--- config.mk ---
export PLATFORM = sky130hd
export DESIGN_NAME = fp_encode_seq
export DESIGN_NICKNAME = d
export VERILOG_FILES = /design/src/rtl/fp_encode_seq.sv
export SDC_FILE = /design/constraint.sdc
export NUM_CORES = 1
export LEC_CHECK = 0
export BUFFER_PORTS_ARGS = -buffer_cell sky130_fd_sc_hd__buf_2
export CAP_MARGIN = 10
export CORE_ASPECT_RATIO = 1.1
export CORE_UTILIZATION = 50
export CTS_CLUSTER_SIZE = 16
export DETAILED_ROUTE_END_ITERATION = 8
export GPL_TIMING_DRIVEN = 0
export PLACE_DENSITY = 0.75
export SYNTH_ARGS = -nofsm -noshare
export SYNTH_HDL_FRONTEND = slang
export SYNTH_SLANG_ARGS = --single-unit
export TNS_END_PERCENT = 5
--- constraint.sdc ---
create_clock -name clk -period 1.7 [get_ports clk]
set_input_delay 0.255 -clock clk [delete_from_list [all_inputs] [get_ports clk]]
set_output_delay 0.255 -clock clk [all_outputs]
set_load 0.02 [all_outputs]
--- src/rtl/fp_encode_seq.sv ---
// rtl/fp_encode_seq.sv - sequential signed-to-float encoder, one normalising shift per cycle.
// FP_ROUND_EN selects round-half-up; without it the significand is truncated.
module fp_encode_seq #(
    parameter int IN_W  = 12,
    parameter int EXP_W = 3,
    parameter int SIG_W = 4
) (
    input  logic             clk,
    input  logic             rst,
    input  logic [IN_W-1:0]  in_data,
    input  logic             in_valid,
    output logic             in_ready,
    output logic             out_sign,
    output logic [EXP_W-1:0] out_exp,
    output logic [SIG_W-1:0] out_sig,
    output logic             out_sat,
    output logic             out_valid,
    input  logic             out_ready
);
    localparam int CNT_W = $clog2(IN_W - SIG_W + 1);
    localparam logic [CNT_W-1:0] CNT_INIT = CNT_W'(IN_W - SIG_W);
    localparam logic [31:0] EMAX = 32'((1 << EXP_W) - 1);

    typedef enum logic [1:0] {IDLE, NORM, ROUND, OUT} state_t;

    state_t            state_q, state_d;
    logic              sign_q, sign_d;
    logic [IN_W-1:0]   mag_q, mag_d;
    logic [CNT_W-1:0]  cnt_q, cnt_d;
    logic              out_sign_q, out_sign_d;
    logic [EXP_W-1:0]  out_exp_q, out_exp_d;
    logic [SIG_W-1:0]  out_sig_q, out_sig_d;
    logic              out_sat_q, out_sat_d;
    logic              out_valid_q, out_valid_d;

    logic [SIG_W-1:0]  sig0;
    logic [31:0]       e;
`ifdef FP_ROUND_EN
    logic              rb;
`endif

    always_ff @(posedge clk or posedge rst) begin
        if (rst) begin
            state_q     <= IDLE;
            sign_q      <= 1'b0;
            mag_q       <= '0;
            cnt_q       <= '0;
            out_sign_q  <= 1'b0;
            out_exp_q   <= '0;
            out_sig_q   <= '0;
            out_sat_q   <= 1'b0;
            out_valid_q <= 1'b0;
        end else begin
            state_q     <= state_d;
            sign_q      <= sign_d;
            mag_q       <= mag_d;
            cnt_q       <= cnt_d;
            out_sign_q  <= out_sign_d;
            out_exp_q   <= out_exp_d;
            out_sig_q   <= out_sig_d;
            out_sat_q   <= out_sat_d;
            out_valid_q <= out_valid_d;
        end
    end

    always_comb begin
        state_d     = state_q;
        sign_d      = sign_q;
        mag_d       = mag_q;
        cnt_d       = cnt_q;
        out_sign_d  = out_sign_q;
        out_exp_d   = out_exp_q;
        out_sig_d   = out_sig_q;
        out_sat_d   = out_sat_q;
        out_valid_d = out_valid_q;

        sig0 = mag_q[IN_W-1 -: SIG_W];
        e    = 32'(cnt_q);
`ifdef FP_ROUND_EN
        rb   = mag_q[IN_W-1-SIG_W];
`endif

        case (state_q)
            IDLE: begin
                if (in_valid) begin
                    sign_d  = in_data[IN_W-1];
                    // The most-negative input negates to itself, which as unsigned is 2^(IN_W-1).
                    mag_d   = in_data[IN_W-1] ? IN_W'(-$signed(in_data)) : in_data;
                    cnt_d   = CNT_INIT;
                    state_d = NORM;
                end
            end
            NORM: begin
                if (mag_q[IN_W-1] || cnt_q == '0) begin
                    state_d = ROUND;
                end else begin
                    mag_d = mag_q << 1;
                    cnt_d = cnt_q - CNT_W'(1);
                end
            end
            ROUND: begin
                out_sign_d  = sign_q;
                out_sat_d   = 1'b0;
                out_sig_d   = sig0;
                out_exp_d   = EXP_W'(e);
                if (e > EMAX) begin
                    out_exp_d = '1;
                    out_sig_d = '1;
                    out_sat_d = 1'b1;
`ifdef FP_ROUND_EN
                end else if (rb && (&sig0)) begin
                    // Carry out of the significand renormalises into the exponent.
                    if (e == EMAX) begin
                        out_exp_d = '1;
                        out_sig_d = '1;
                        out_sat_d = 1'b1;
                    end else begin
                        out_sig_d = {1'b1, {(SIG_W-1){1'b0}}};
                        out_exp_d = EXP_W'(e + 32'd1);
                    end
                end else if (rb) begin
                    out_sig_d = sig0 + SIG_W'(1);
`endif
                end
                out_valid_d = 1'b1;
                state_d     = OUT;
            end
            OUT: begin
                if (out_ready) begin
                    out_valid_d = 1'b0;
                    state_d     = IDLE;
                end
            end
            default: state_d = IDLE;
        endcase
    end

    assign in_ready  = (state_q == IDLE);
    assign out_sign  = out_sign_q;
    assign out_exp   = out_exp_q;
    assign out_sig   = out_sig_q;
    assign out_sat   = out_sat_q;
    assign out_valid = out_valid_q;
endmodule

### After elaboration in Yosys (flattened, before gate mapping)

Index checks and enable logic that the tools add are counted.

| storage, ports and cells | value |
|---|---|
| output and inout bits | 11 |
| bits of input ports | 16 |
| word-level logic and storage cells | 44 |
| register bits | 29 |

| operators by class | value |
|---|---|
| $lt $le $gt $ge | 1 |
| $add $sub $neg | 2 |
| reductions and logical operators | 9 |
| mux-type cells | 16 |
| equal/unequal tests | 7 |

Operators by type and width:

| cell | count |
|---|---|
| 12-bit two-way mux | 3 |
| 12-bit one-hot mux with 2 select lines | 1 |
| 4-bit two-way mux | 3 |
| 12-bit negation | 1 |
| 2-bit inequality test, second input constant | 4 |
| 2-bit one-hot mux with 4 select lines | 1 |
| 4-bit one-hot mux with 2 select lines | 1 |
| 2-bit two-way mux | 3 |
| 3-bit AND reduction | 2 |
| 2-bit == test, second input constant | 2 |
| 4-bit by 3-bit > comparator with 1-bit output, second input constant | 1 |
| 4-bit logical NOT | 1 |
| 2-bit AND reduction | 2 |
| 2-bit nonzero test | 2 |
| 4-bit by 1-bit subtractor with 4-bit output, second input constant | 1 |
| 3-bit two-way mux | 1 |
| 2-bit by 1-bit == test with 1-bit output, second input constant | 1 |
| 2-bit logical NOT | 1 |
| 1-bit two-way mux | 2 |
| 1-bit one-hot mux with 2 select lines | 1 |
| 1-bit logical OR | 1 |

### Logic depth before layout (Yosys ltp)

Gate-level depths: netlist of run 1.

| depth | value |
|---|---|
| word-level depth | 4 |
| mapped depth | 8 |
| gate-level depth less buffers | 6 |

### Worst setup path before layout of run 1

OpenSTA, ideal clock, no wires.

| timing path | value |
|---|---|
| path kind | register -> register |
| from | reg state_q[0] |
| to | reg mag_q[10] |
| cell stages (with the launch flop) | 9 |
| period minus slack after synthesis | 1.891 ns |
| data required time | 1.613 ns |
| arrival time | 1.804 ns |
| setup slack | -0.191 ns |
| library setup time | 0.087 ns |
| path through | dfrtp_1 inv_1 ha_1 nor2b_1 o31a_1 clkbuf_1 clkbuf_1 nand2_1 o211ai_1 |

| on the way | value |
|---|---|
| cells in the longest elaborated chain, start to end | 3 |

Ends and longest elaborated chain:

| item | line | source |
|---|---|---|
| from (decl) | 26 | `state_t state_q, state_d;` |
| from (signal assigned) | 54 | `state_q <= state_d;` |
| 2-bit logical NOT * | -- |  |
| via in_ready | 12 | `output logic in_ready,` |
| 2-bit inequality test (no source line) / 2-bit nonzero test (equally long branches) | -- |  |
| 3-bit AND reduction (no source line) | -- |  |
| to (signal assigned) | 56 | `mag_q <= mag_d;` |
| to (decl) | 28 | `logic [IN_W-1:0] mag_q, mag_d;` |

The timed path passes the listed nets; every way through them passes the cells marked *.
A chain may end at the register's enable or synchronous reset.

### Worst setup path in the final report of run 1

| timing path | value |
|---|---|
| from | reg state_q[0] |
| to | reg mag_q[5] |

| on the way | value |
|---|---|
| cells in the longest elaborated chain, start to end | 3 |

Ends and longest elaborated chain:

| item | line | source |
|---|---|---|
| 2-bit by 1-bit == test with 1-bit output / 2-bit logical NOT (equally long branches) | 83 | `case (state_q)` |
| 2-bit inequality test (no source line) / 2-bit nonzero test (equally long branches) | -- |  |
| 3-bit AND reduction (no source line) | -- |  |

Parallel ways exist; a longest one is shown, timed or not.

==> flow_summary_export.csv, run 1 <==
group,metric,value,unit
sta,setup_viol,5,
synthesis,synth-edff-count,0,
sta,max_clock_freq,0.565,GHz
die,pin_count,27,
drt,wl_per_cell,16.4,um
drt,drc,2,
hold_path,holdCritPathClass,"input pin to register",
synthesis,ys_ff_latch,29,
synthesis,synth_compound_area_share,16.2,%
die,die_h,62.9,um
grt,grtUsageMet1,31.9,%
synthesis,syn_inst,184,
run,max-cap-violations,0,
synthesis,synth-seq-area-share,43.1,%
pwr,p_leak,0.00101,uW
die,die_x,57.4,um
synthesis,synthAdderAreaFrac,5.94,%
layout,layout-area-overhead-vs-synth,32.1,%
die,initial_core_util,53.9,%
clock_network,cts_tree,"built",
die,rows,21,
sta,hold_viol,0,
synthesis,synth-async-reset-ratio,100,%
sta,fin_ws,-0.0715,ns
clock_network,cts_buffers,5,
grt,gr-max-usage-layer,"met2",
layout,diodes,0,
critical_path,worstPathCellList,"ha_4 > buf_4 > or4b_2 > nand3_2 > mux2_4",
synthesis,yosys_warnings,0,
layout,final_cell_mix,"29 x dfrtp_1, 26 x buf_2, 19 x nand2_1",
layout,drive_gt1_share,35.9,%
drt,drt-pass1-iter-count,8,
synthesis,synth_top_family_by_area,"simple AND/OR/NAND/NOR gates",
placement,dpl.hpwl,2680,um
sta,skew,0.00711,ns
sta,rsz0062_at_grt,"true",
grt,grt_max_degree,30,
critical_path,cp.buffers_inverters,1,
placement,io_buffers,26,
synthesis,synth_cell_type_count,37,
critical_path,cp.arrival,2.05,ns
grt,track_usage,26.3,%
clock_network,cts_buffer_depth,2,
pwr,power,4160,uW
drt,wl,4360,um
critical_path,critical_path.top_delay_family,"simple AND/OR/NAND/NOR gates",
critical_path,cp_slowest_stage_delay,0.65,ns
synthesis,postSynthAreaPerCell,9.16,um2
sta,slew_headroom,66.8,%
sta,tightest_slew,0.498,ns
die,core,0.00313,mm2
critical_path,critPathKind,"register to register",
synthesis,synthFlopType,"dfrtp_1",
clock_network,path_clk_slew,0.10,ns
placement,pre_cts_ws,-0.661,ns
clock_network,clk_latency,0.34,ns
critical_path,cp_slowest_cell,"or4b_2",
layout,fin_nets,254,
pwr,power_density,1870,mW/mm2
sta,maxSlewViolCount,0,
sta,period_needed,1.77,ns
grt,grt_use_met2,44.3,%
grt,grt_pass1_vias,1501,
placement,gp_congestion,0.906,
drt,avgViaCountPerCell,5.86,
drt,drt_iter0_drc,85,
grt,met3_usage,5.59,%
outcome,outcome,"complete, but fails checks",
die,die-area,0.00361,mm2
clock_network,cts-root-buf,"clkbuf_4",
grt,gr-total-overflow,0,
drt,final_antenna_net_count,0,
synthesis,yosys.area_share.simple,20.9,%
grt,antenna_found_initial,0,
sta,fin_setup_tns,-0.122,ns
grt,grt_pass1_wl,7130,um
clock_network,htree_levels,2,
sta,period_share,104,%
synthesis,synthXorXnorAreaFrac,2.08,%
critical_path,cp.required,1.98,ns
critical_path,start_kind,"register",
synthesis,synthesis.area,0.00169,mm2
layout,nFillCells,254,
synthesis,synth_mux_area_share,6.38,%
layout,final_common_cell,"dfrtp_1",
synthesis,synthesis.nets,208,
drt,dr_total_vias,1554,
critical_path,cp-end-kind,"register",
pwr,vdd_drop_max,0.000749,V
outcome,failed_checks,"design-rule violations, negative setup slack",
clock_network,numClockSinks,29,
critical_path,crit_fanout,10,
==> cells by family (layout without fill, tap and decap cells) <==
logic type | Yosys count | after routing
xor gates and xnor gates | 4 | 4
AOI/OAI and AO/OA | 43 | 44
buffers and inverters | 24 | 70
DFF | 29 | 29
muxes | 10 | 10
and+or+nand+nor | 66 | 66
adders and majority gates | 8 | 8
==> stage by stage <==
step	util, %	hold slack, ns	instance area, um2	cells
6_report	71.2	0.140	2230	265
5_1_grt	71.2	0.147	2230	265
4_1_cts	67.4	0.125	2110	262
3_5_place_dp	59.8	0.472	1870	244
3_3_place_gp	59.8	0.460	1870	244
2_1_floorplan	-	0.333	1700	184
==> sequential cells by signal, summed over array words and instances, names as in the netlist <==
| signal | cells |
|---|---|
| mag_q | 12 |
| cnt_q | 4 |
| sign_q | 1 |
| state_q | 2 |
| out_sign | 1 |
| out_sat | 1 |
| out_exp | 3 |
| out_sig | 4 |
| out_valid | 1 |
==> final cells by class <==
| class | instances | area (um2) | area share, % |
|---|---|---|---|
| plain buffers | 9 | 70.1 | 3.15 |
| clock buffers | 7 | 65.1 | 2.92 |
| clock inverters | 1 | 5.00 | 0.225 |
| inverters | 13 | 48.8 | 2.19 |
| multi-input cells | 132 | 1010 | 45.4 |
| flip-flops and latches | 29 | 726 | 32.6 |
| well taps | 34 | 42.5 | 1.91 |
| repair buffers | 40 | 258 | 11.6 |
==> synth_stat cells, types with 3 or more instances <==
library cell | count | area (um2)
nor3_1 | 3 | 15.0
nor2_1 | 16 | 60.1
clkbuf_1 | 9 | 33.8
mux2_2 | 6 | 67.6
nand2b_1 | 7 | 43.8
o31ai_1 | 5 | 37.5
o41ai_1 | 4 | 35.0
o21ai_0 | 14 | 70.1
ha_1 | 8 | 100
nand2_1 | 19 | 71.3
or4_1 | 3 | 22.5
mux2i_1 | 4 | 40.0
inv_1 | 13 | 48.8
nor3b_1 | 6 | 45.0
a21oi_1 | 10 | 50.1
dfrtp_1 | 29 | 726
==> metal layers <==
metal | vias up | wire (um)
met3 | 10 | 143
met1 | 757 | 1850
met4 | 0 | 85
met5 | - | 0
li1 | 746 | -
met2 | 41 | 2270
==> worst paths after layout <==
path / startpoint / endpoint / slack, ns / cells past startpoint
setup / recovery: state_q[0]$_DFFE_PP0P_ / mag_q[5]$_DFFE_PP0P_ / -0.07 / 5
hold / removal: out_ready / out_valid$_DFFE_PP0P_ / 0.14 / 2
setup reg to reg: state_q[0]$_DFFE_PP0P_ / mag_q[5]$_DFFE_PP0P_ / -0.07 / 5
hold reg to reg: mag_q[1]$_DFFE_PP0P_ / mag_q[1]$_DFFE_PP0P_ / 0.49 / 2
max in group asynchronous: rst / state_q[1]$_DFFE_PP0P_ / 0.89 / 4
min in group asynchronous: rst / cnt_q[0]$_DFFE_PP0P_ / 0.39 / 3
==> where the power goes <==
| group | leakage, uW | internal (uW) | switching (uW) |
|---|---|---|---|
| combinational | 0.000623 | 1130 | 1320 |
| sequential | 0.000343 | 1000 | 211 |
| clock | 0.0000413 | 239 | 253 |
==> timing repair <==
action,CTS,global route
endpoints found under the setup margin,21,24
cloned,2,1
hold endpoints to repair,0,5
buffers inserted,9,1
hold buffers,0,1
gates resized for setup,26,14
pin swaps,2,3
Note: power is estimated with default switching activity, not from simulation.
==> inputs of run 2 (changes only) <==
--- a/config.mk
+++ b/config.mk
@@ -12,7 +12,7 @@
 export CTS_CLUSTER_SIZE = 16
 export DETAILED_ROUTE_END_ITERATION = 8
 export GPL_TIMING_DRIVEN = 0
-export PLACE_DENSITY = 0.75
+export PLACE_DENSITY = 0.72
 export SYNTH_ARGS = -nofsm -noshare
 export SYNTH_HDL_FRONTEND = slang
 export SYNTH_SLANG_ARGS = --single-unit
==> constraint.sdc (replaced) <==
create_clock -name clk -period 2.16 [get_ports clk]
set_input_delay 0.324 -clock clk [delete_from_list [all_inputs] [get_ports clk]]
set_output_delay 0.324 -clock clk [all_outputs]
set_load 0.02 [all_outputs]
==> run 2 against run 1 <==
  * The flow finishes with violations (design-rule violations)
  * Via count shrank 7.0%
  * Die area is the same
  * First-iteration DRC count shrank 39%
  * Largest cell class unchanged
==> flow_summary_export.csv, run 2 (synthesized netlist as in run 1, its figures left out) <==
group,metric,value,unit
critical_path,cp.required,2.37,ns
sta,slew_headroom,66.3,%
critical_path,cp-end-kind,"register",
grt,grt_pass1_vias,1384,
critical_path,start_kind,"register",
critical_path,ff2ff_setup_slack,0.13,ns
grt,gr-total-overflow,0,
placement,io_buffers,26,
hold_path,whs_path_depth,2,
clock_network,clk_latency,0.33,ns
die,core,0.00313,mm2
die,rows,21,
sta,skew,0.0109,ns
drt,avgViaCountPerCell,5.71,
grt,grt_max_degree,30,
sta,period_share,94.2,%
grt,track_usage,23.1,%
grt,antenna_found_initial,0,
clock_network,numClockSinks,29,
hold_path,holdPathEnd,"out_valid$_DFFE_PP0P_",
layout,layout-area-overhead-vs-synth,15.8,%
pwr,power_density,1340,mW/mm2
layout,final_cell_mix,"29 x dfrtp_1, 27 x buf_2, 19 x nand2_1",
clock_network,path_clk_slew,0.10,ns
clock_network,cts_setup_buffers,0,
sta,tightest_slew,0.505,ns
critical_path,rr_worst_depth,6,
sta,hold_viol,0,
clock_network,cts_buffers,5,
drt,drt-pass1-iter-count,6,
drt,met3_wirelength,164,um
die,die_h,62.9,um
layout,drive_gt1_share,22.4,%
outcome,failed_checks,"design-rule violations",
layout,largest_reg_flops,12,
die,die_x,57.4,um
sta,maxSlewViolCount,0,
drt,wl,3660,um
layout,nFillCells,277,
critical_path,critPathKind,"register to register",
sta,fin_ws,0.126,ns
clock_network,cts_tree,"built",
layout,final_common_cell,"dfrtp_1",
layout,fin_nets,242,
pwr,power,2620,uW
sta,setup_viol,0,
drt,top_layer_used,"met4",
hold_path,holdCritPathClass,"input pin to register",
drt,final_antenna_net_count,0,
sta,period_needed,2.03,ns
clock_network,htree_levels,2,
sta,rsz0062_at_grt,"true",
critical_path,worstReg2RegStart,"state_q[1]$_DFFE_PP0P_",
placement,dpl.hpwl,2750,um
drt,wl_per_cell,14.5,um
layout,final_core_util,62.4,%
die,initial_core_util,53.9,%
critical_path,crit_fanout,10,
die,die-area,0.00361,mm2
drt,drt_iter0_drc,52,
critical_path,r2r-end,"mag_q[3]$_DFFE_PP0P_",
sta,max_clock_freq,0.492,GHz
hold_path,min_from,"out_ready",
grt,grt_pass1_wl,6410,um
placement,gp_congestion,0.886,
pwr,vdd_drop_max,0.000421,V
die,pin_count,27,
outcome,outcome,"complete, but fails checks",
run,max-cap-violations,0,
clock_network,cts-root-buf,"clkbuf_4",
clock_network,cts_buffer_depth,2,
drt,wl_met1,1590,um
critical_path,cp.arrival,2.24,ns
placement,pre_cts_ws,-0.222,ns
pwr,p_leak,0.000878,uW
layout,largest_register,"mag_q",
layout,diodes,0,
drt,drc,8,
drt,wl_met2,1790,um
drt,dr_total_vias,1445,
==> run 2: how the worst max path moves through the flow <==
stage	start	endpoint	slack, ns	cells past startpoint
floorplan	in_data[4]	mag_q[9]$_DFFE_PP0P_	0.22	5
global placement	cnt_q[0]$_DFFE_PP0P_	mag_q[6]$_DFFE_PP0P_	-0.11	7
detailed placement	cnt_q[0]$_DFFE_PP0P_	mag_q[0]$_DFFE_PP0P_	-0.22	8
CTS	cnt_q[0]$_DFFE_PP0P_	mag_q[3]$_DFFE_PP0P_	0.11	7
global route	state_q[1]$_DFFE_PP0P_	mag_q[3]$_DFFE_PP0P_	-0.03	6
finish	state_q[1]$_DFFE_PP0P_	mag_q[3]$_DFFE_PP0P_	0.13	6
==> run 2: stage by stage <==
step	hold slack, ns	instance area, um2	instances	setup TNS [ns]
after global routing	0.188	1950	253	-0.0681
after floorplan	0.402	1690	184	0
after CTS	0.189	1920	252	0
after global placement	0.461	1860	244	-1.03
after detailed placement	0.474	1860	244	-2.53
final	0.208	1950	253	0
==> run 2: worst max-delay path, stage by stage (launching register included) <==
cell and delay, ns:
dfrtp_1 0.43, inv_1 0.11, ha_1 0.20, clkbuf_1 0.38
clkbuf_1 0.46, mux2i_1 0.23, o21ai_0 0.10
==> run 2: cell type report <==
class                   instances  area [um2]  share of cell area [%]
clock buffers                   6        41.3                    2.12
plain buffers                  10        42.5                    2.18
repair buffers                 28         168                    8.59
flip-flops and latches         29         726                    37.2
inverters                      13        48.8                    2.50
multi-input cells             131         873                    44.7
clock inverters                 2        10.0                   0.513
well taps                      34        42.5                    2.18
==> run 2: timing repair <==
action	4_1_cts	5_1_grt
pin swaps	0	0
endpoints found under the hold margin	0	6
hold buffers	0	1
gates resized for setup	3	2
endpoints found under the setup margin	15	12
==> run 2: where the power goes <==
part | switching [uW] | internal [uW] | leakage, uW | total [uW]
Sequential | 161 | 791 | 0.000343 | 952
Combinational | 823 | 531 | 0.000502 | 1350
Clock | 188 | 124 | 0.0000320 | 312
Total | 1170 | 1450 | 0.000878 | 2620
==> run 2: layer usage <==
metal,track usage (%),up-vias
met5,0,-
met4,12.8,0
met3,5.59,15
met2,36.5,53
met1,28.6,660
li1,-,717
==> inputs of run 3 (changes only) <==
--- a/config.mk
+++ b/config.mk
@@ -5,6 +5,7 @@
 export SDC_FILE = /design/constraint.sdc
 export NUM_CORES = 1
 export LEC_CHECK = 0
+export ABC_AREA = 1
 export BUFFER_PORTS_ARGS = -buffer_cell sky130_fd_sc_hd__buf_2
 export CAP_MARGIN = 10
 export CORE_ASPECT_RATIO = 1.1
==> run 3 against run 2 <==
  * The flow still finishes with violations (design-rule violations)
  * Worst setup slack improved by 0.31 ns
  * Clock-buffer cell count rose by 1
  * Fmax rose by 18%
  * Sequential share of layout area fell by 0.33 points
  * Cell area rose by 0.90%
  * Cell count rose by 18%
  * Critical path depth rose by 1
  * Die area rose by 1.1%
  * Flip-flop and latch count did not move
  * Critical path type unchanged
  * Critical endpoint unchanged
  * Largest power group unchanged
  * Highest routed layer unchanged
==> flow_summary_export.csv, run 3 <==
group,metric,value,unit
clock_network,cts-root-buf,"clkbuf_4",
die,die_x,57.7,um
synthesis,synthFlopType,"dfrtp_1",
synthesis,synthesis.area,0.00170,mm2
pwr,pwr-share-seq,34.7,%
placement,pre_cts_ws,0.445,ns
die,core,0.00315,mm2
clock_network,cts_buffers,5,
drt,drt-pass1-iter-count,6,
clock_network,clk_latency,0.32,ns
drt,final_antenna_net_count,0,
clock_network,htree_levels,2,
synthesis,synth_common_cells,"75 x nand2_1, 29 x dfrtp_1, 25 x nor2_1, 23 x nand3_1, 21 x inv_1",
grt,grt_max_degree,30,
pwr,vdd_drop_max,0.000417,V
sta,period_share,80.0,%
synthesis,syn_inst,230,
sta,tightest_slew,0.523,ns
clock_network,numClockSinks,29,
drt,wl,3570,um
layout,largest_register,"mag_q",
synthesis,synth_top_area_share,42.6,%
synthesis,synth-async-reset-ratio,100,%
grt,track_usage,22.2,%
grt,gr-total-overflow,0,
synthesis,synth-seq-area-share,42.6,%
layout,fin_nets,289,
sta,maxSlewViolCount,0,
synthesis,postSynthAreaPerCell,7.41,um2
pwr,p_sw,1320,uW
critical_path,start_kind,"register",
layout,largest_reg_flops,12,
synthesis,ys_ff_latch,29,
sta,skew,0.00941,ns
sta,fin_setup_tns,0,ns
run,max-cap-violations,0,
drt,dr_total_vias,1525,
synthesis,synth-edff-count,0,
drt,drc,3,
synthesis,synth_area_leader_cell,"dfrtp_1",
clock_network,cts_tree,"built",
drt,drt_iter0_drc,67,
pwr,power_density,1430,mW/mm2
sta,period_needed,1.73,ns
die,rows,21,
clock_network,holdBufCountCts,0,
clock_network,path_clk_slew,0.09,ns
layout,final_common_cell,"nand2_1",
layout,final_cell_mix,"75 x nand2_1, 29 x dfrtp_1, 27 x buf_2",
clock_network,cts_resized,0,
synthesis,synth_cell_type_count,26,
placement,gp_congestion,0.746,
hold_path,holdCritPathClass,"input pin to register",
sta,rsz0062_at_grt,"false",
clock_network,cts_buffer_depth,2,
sta,holdWs,0.235,ns
outcome,outcome,"complete, but fails checks",
critical_path,cp.required,2.37,ns
drt,avgViaCountPerCell,5.10,
grt,grt_pass1_vias,1391,
layout,drive_gt1_share,17.4,%
synthesis,synthesis.nets,254,
pwr,p_sw_share,46.8,%
outcome,failed_checks,"design-rule violations",
grt,grt_pass1_wl,6150,um
critical_path,crit_fanout,10,
clock_network,cts_setup_buffers,0,
placement,dpl.hpwl,2630,um
pwr,p_leak,0.00107,uW
synthesis,yosys_warnings,0,
sta,setup_viol,0,
layout,final_core_util,62.5,%
layout,diodes,0,
die,initial_core_util,54.0,%
sta,hold_viol,0,
critical_path,cp-end-kind,"register",
critical_path,critPathKind,"register to register",
pwr,power.share.clock,11.9,%
sta,fin_ws,0.433,ns
synthesis,yosysMostFrequentCell,"nand2_1",
die,die-area,0.00365,mm2
critical_path,cp.arrival,1.94,ns
grt,antenna_found_initial,0,
die,pin_count,27,
placement,io_buffers,26,
drt,wl_per_cell,11.9,um
sta,slew_headroom,65.1,%
pwr,comb_power_share,53.4,%
sta,max_clock_freq,0.579,GHz
pwr,p_int,1500,uW
layout,layout-area-overhead-vs-synth,15.6,%
die,die_h,63.2,um
synthesis,synth_area_leaders,"dfrtp_1 43%, nand2_1 17%, nand3_1 6.8%",
run 3: changes by cell type in the layout (fill, tap and decap cells not counted), moves of 4 or more:
cell      delta
nand2_1     +56
nand3_1     +22
nor2_1       +9
inv_1        +8
nand2b_1     -7
mux2_2       -6
nor3b_1      -5
o31ai_1      -5
a21oi_1      -4
mux2i_1      -4
o41ai_1      -4
run 3: final timing paths:
path,slack (ns),startpoint,to,cells after the start
min in group asynchronous,0.47,rst,state_q[1]$_DFFE_PP0P_,3
worst min-delay path,0.23,in_valid,sign_q$_DFFE_PP0P_,2
max in group asynchronous,1.27,rst,mag_q[11]$_DFFE_PP0P_,4
worst min register to register,0.47,out_sign$_DFFE_PP0P_,out_sign$_DFFE_PP0P_,2
worst max register to register,0.43,state_q[1]$_DFFE_PP0P_,mag_q[3]$_DFFE_PP0P_,7
worst max-delay path,0.43,state_q[1]$_DFFE_PP0P_,mag_q[3]$_DFFE_PP0P_,7
run 3: power by group through the flow:
stage               combinational (uW)  clock (uW)  sequential (uW)
finish                            1510         336              979
global route                      1710         374             1010
CTS                               1510         347              978
detailed placement                1500           0              987
global placement                  1470           0              981
floorplan                         1040           0             1060
run 3: cell type report:
class                      count  area (um2)
buffer                         5        27.5
clock buffer                   7        55.1
fill                         319        1180
inverter                      24        92.6
multi-input combinational    172         858
sequential                    29         726
tap                           34        42.5
timing repair buffer          28         168
run 3: metrics by stage:
| stage | std cells | cell area [um2] | total power, uW |
|---|---|---|---|
| after floorplan | 230 | 1700 | 2100 |
| after global placement | 290 | 1880 | 2450 |
| after detailed placement | 290 | 1880 | 2490 |
| after CTS | 297 | 1930 | 2830 |
| final | 299 | 1970 | 2820 |
| after global routing | 299 | 1970 | 3100 |
run 3: critical path: stages (launching register included):
cell and delay (ns):
dfrtp_1 0.38, inv_1 0.10, ha_1 0.27, inv_2 0.10, clkbuf_1 0.38, o21ai_0 0.14, o21ai_0 0.17, nand2_1 0.07
run 3: routing by layer:
metal  global-route usage, %  vias up  wire (um)
met4                    8.93        0         53
met3                    4.93        5        112
met2                    35.9       32       1660
met1                    28.5      682       1740
met5                       0        -          0
li1                        -      806          -
run 3: cells by family after synthesis:
logic type	synth area share (%)
buffers and inverters	7.05
adders and majority gates	5.87
xor gates and xnor gates	1.54
and+or+nand+nor	33.0
AOI/OAI and AO/OA	9.99
DFF	42.6
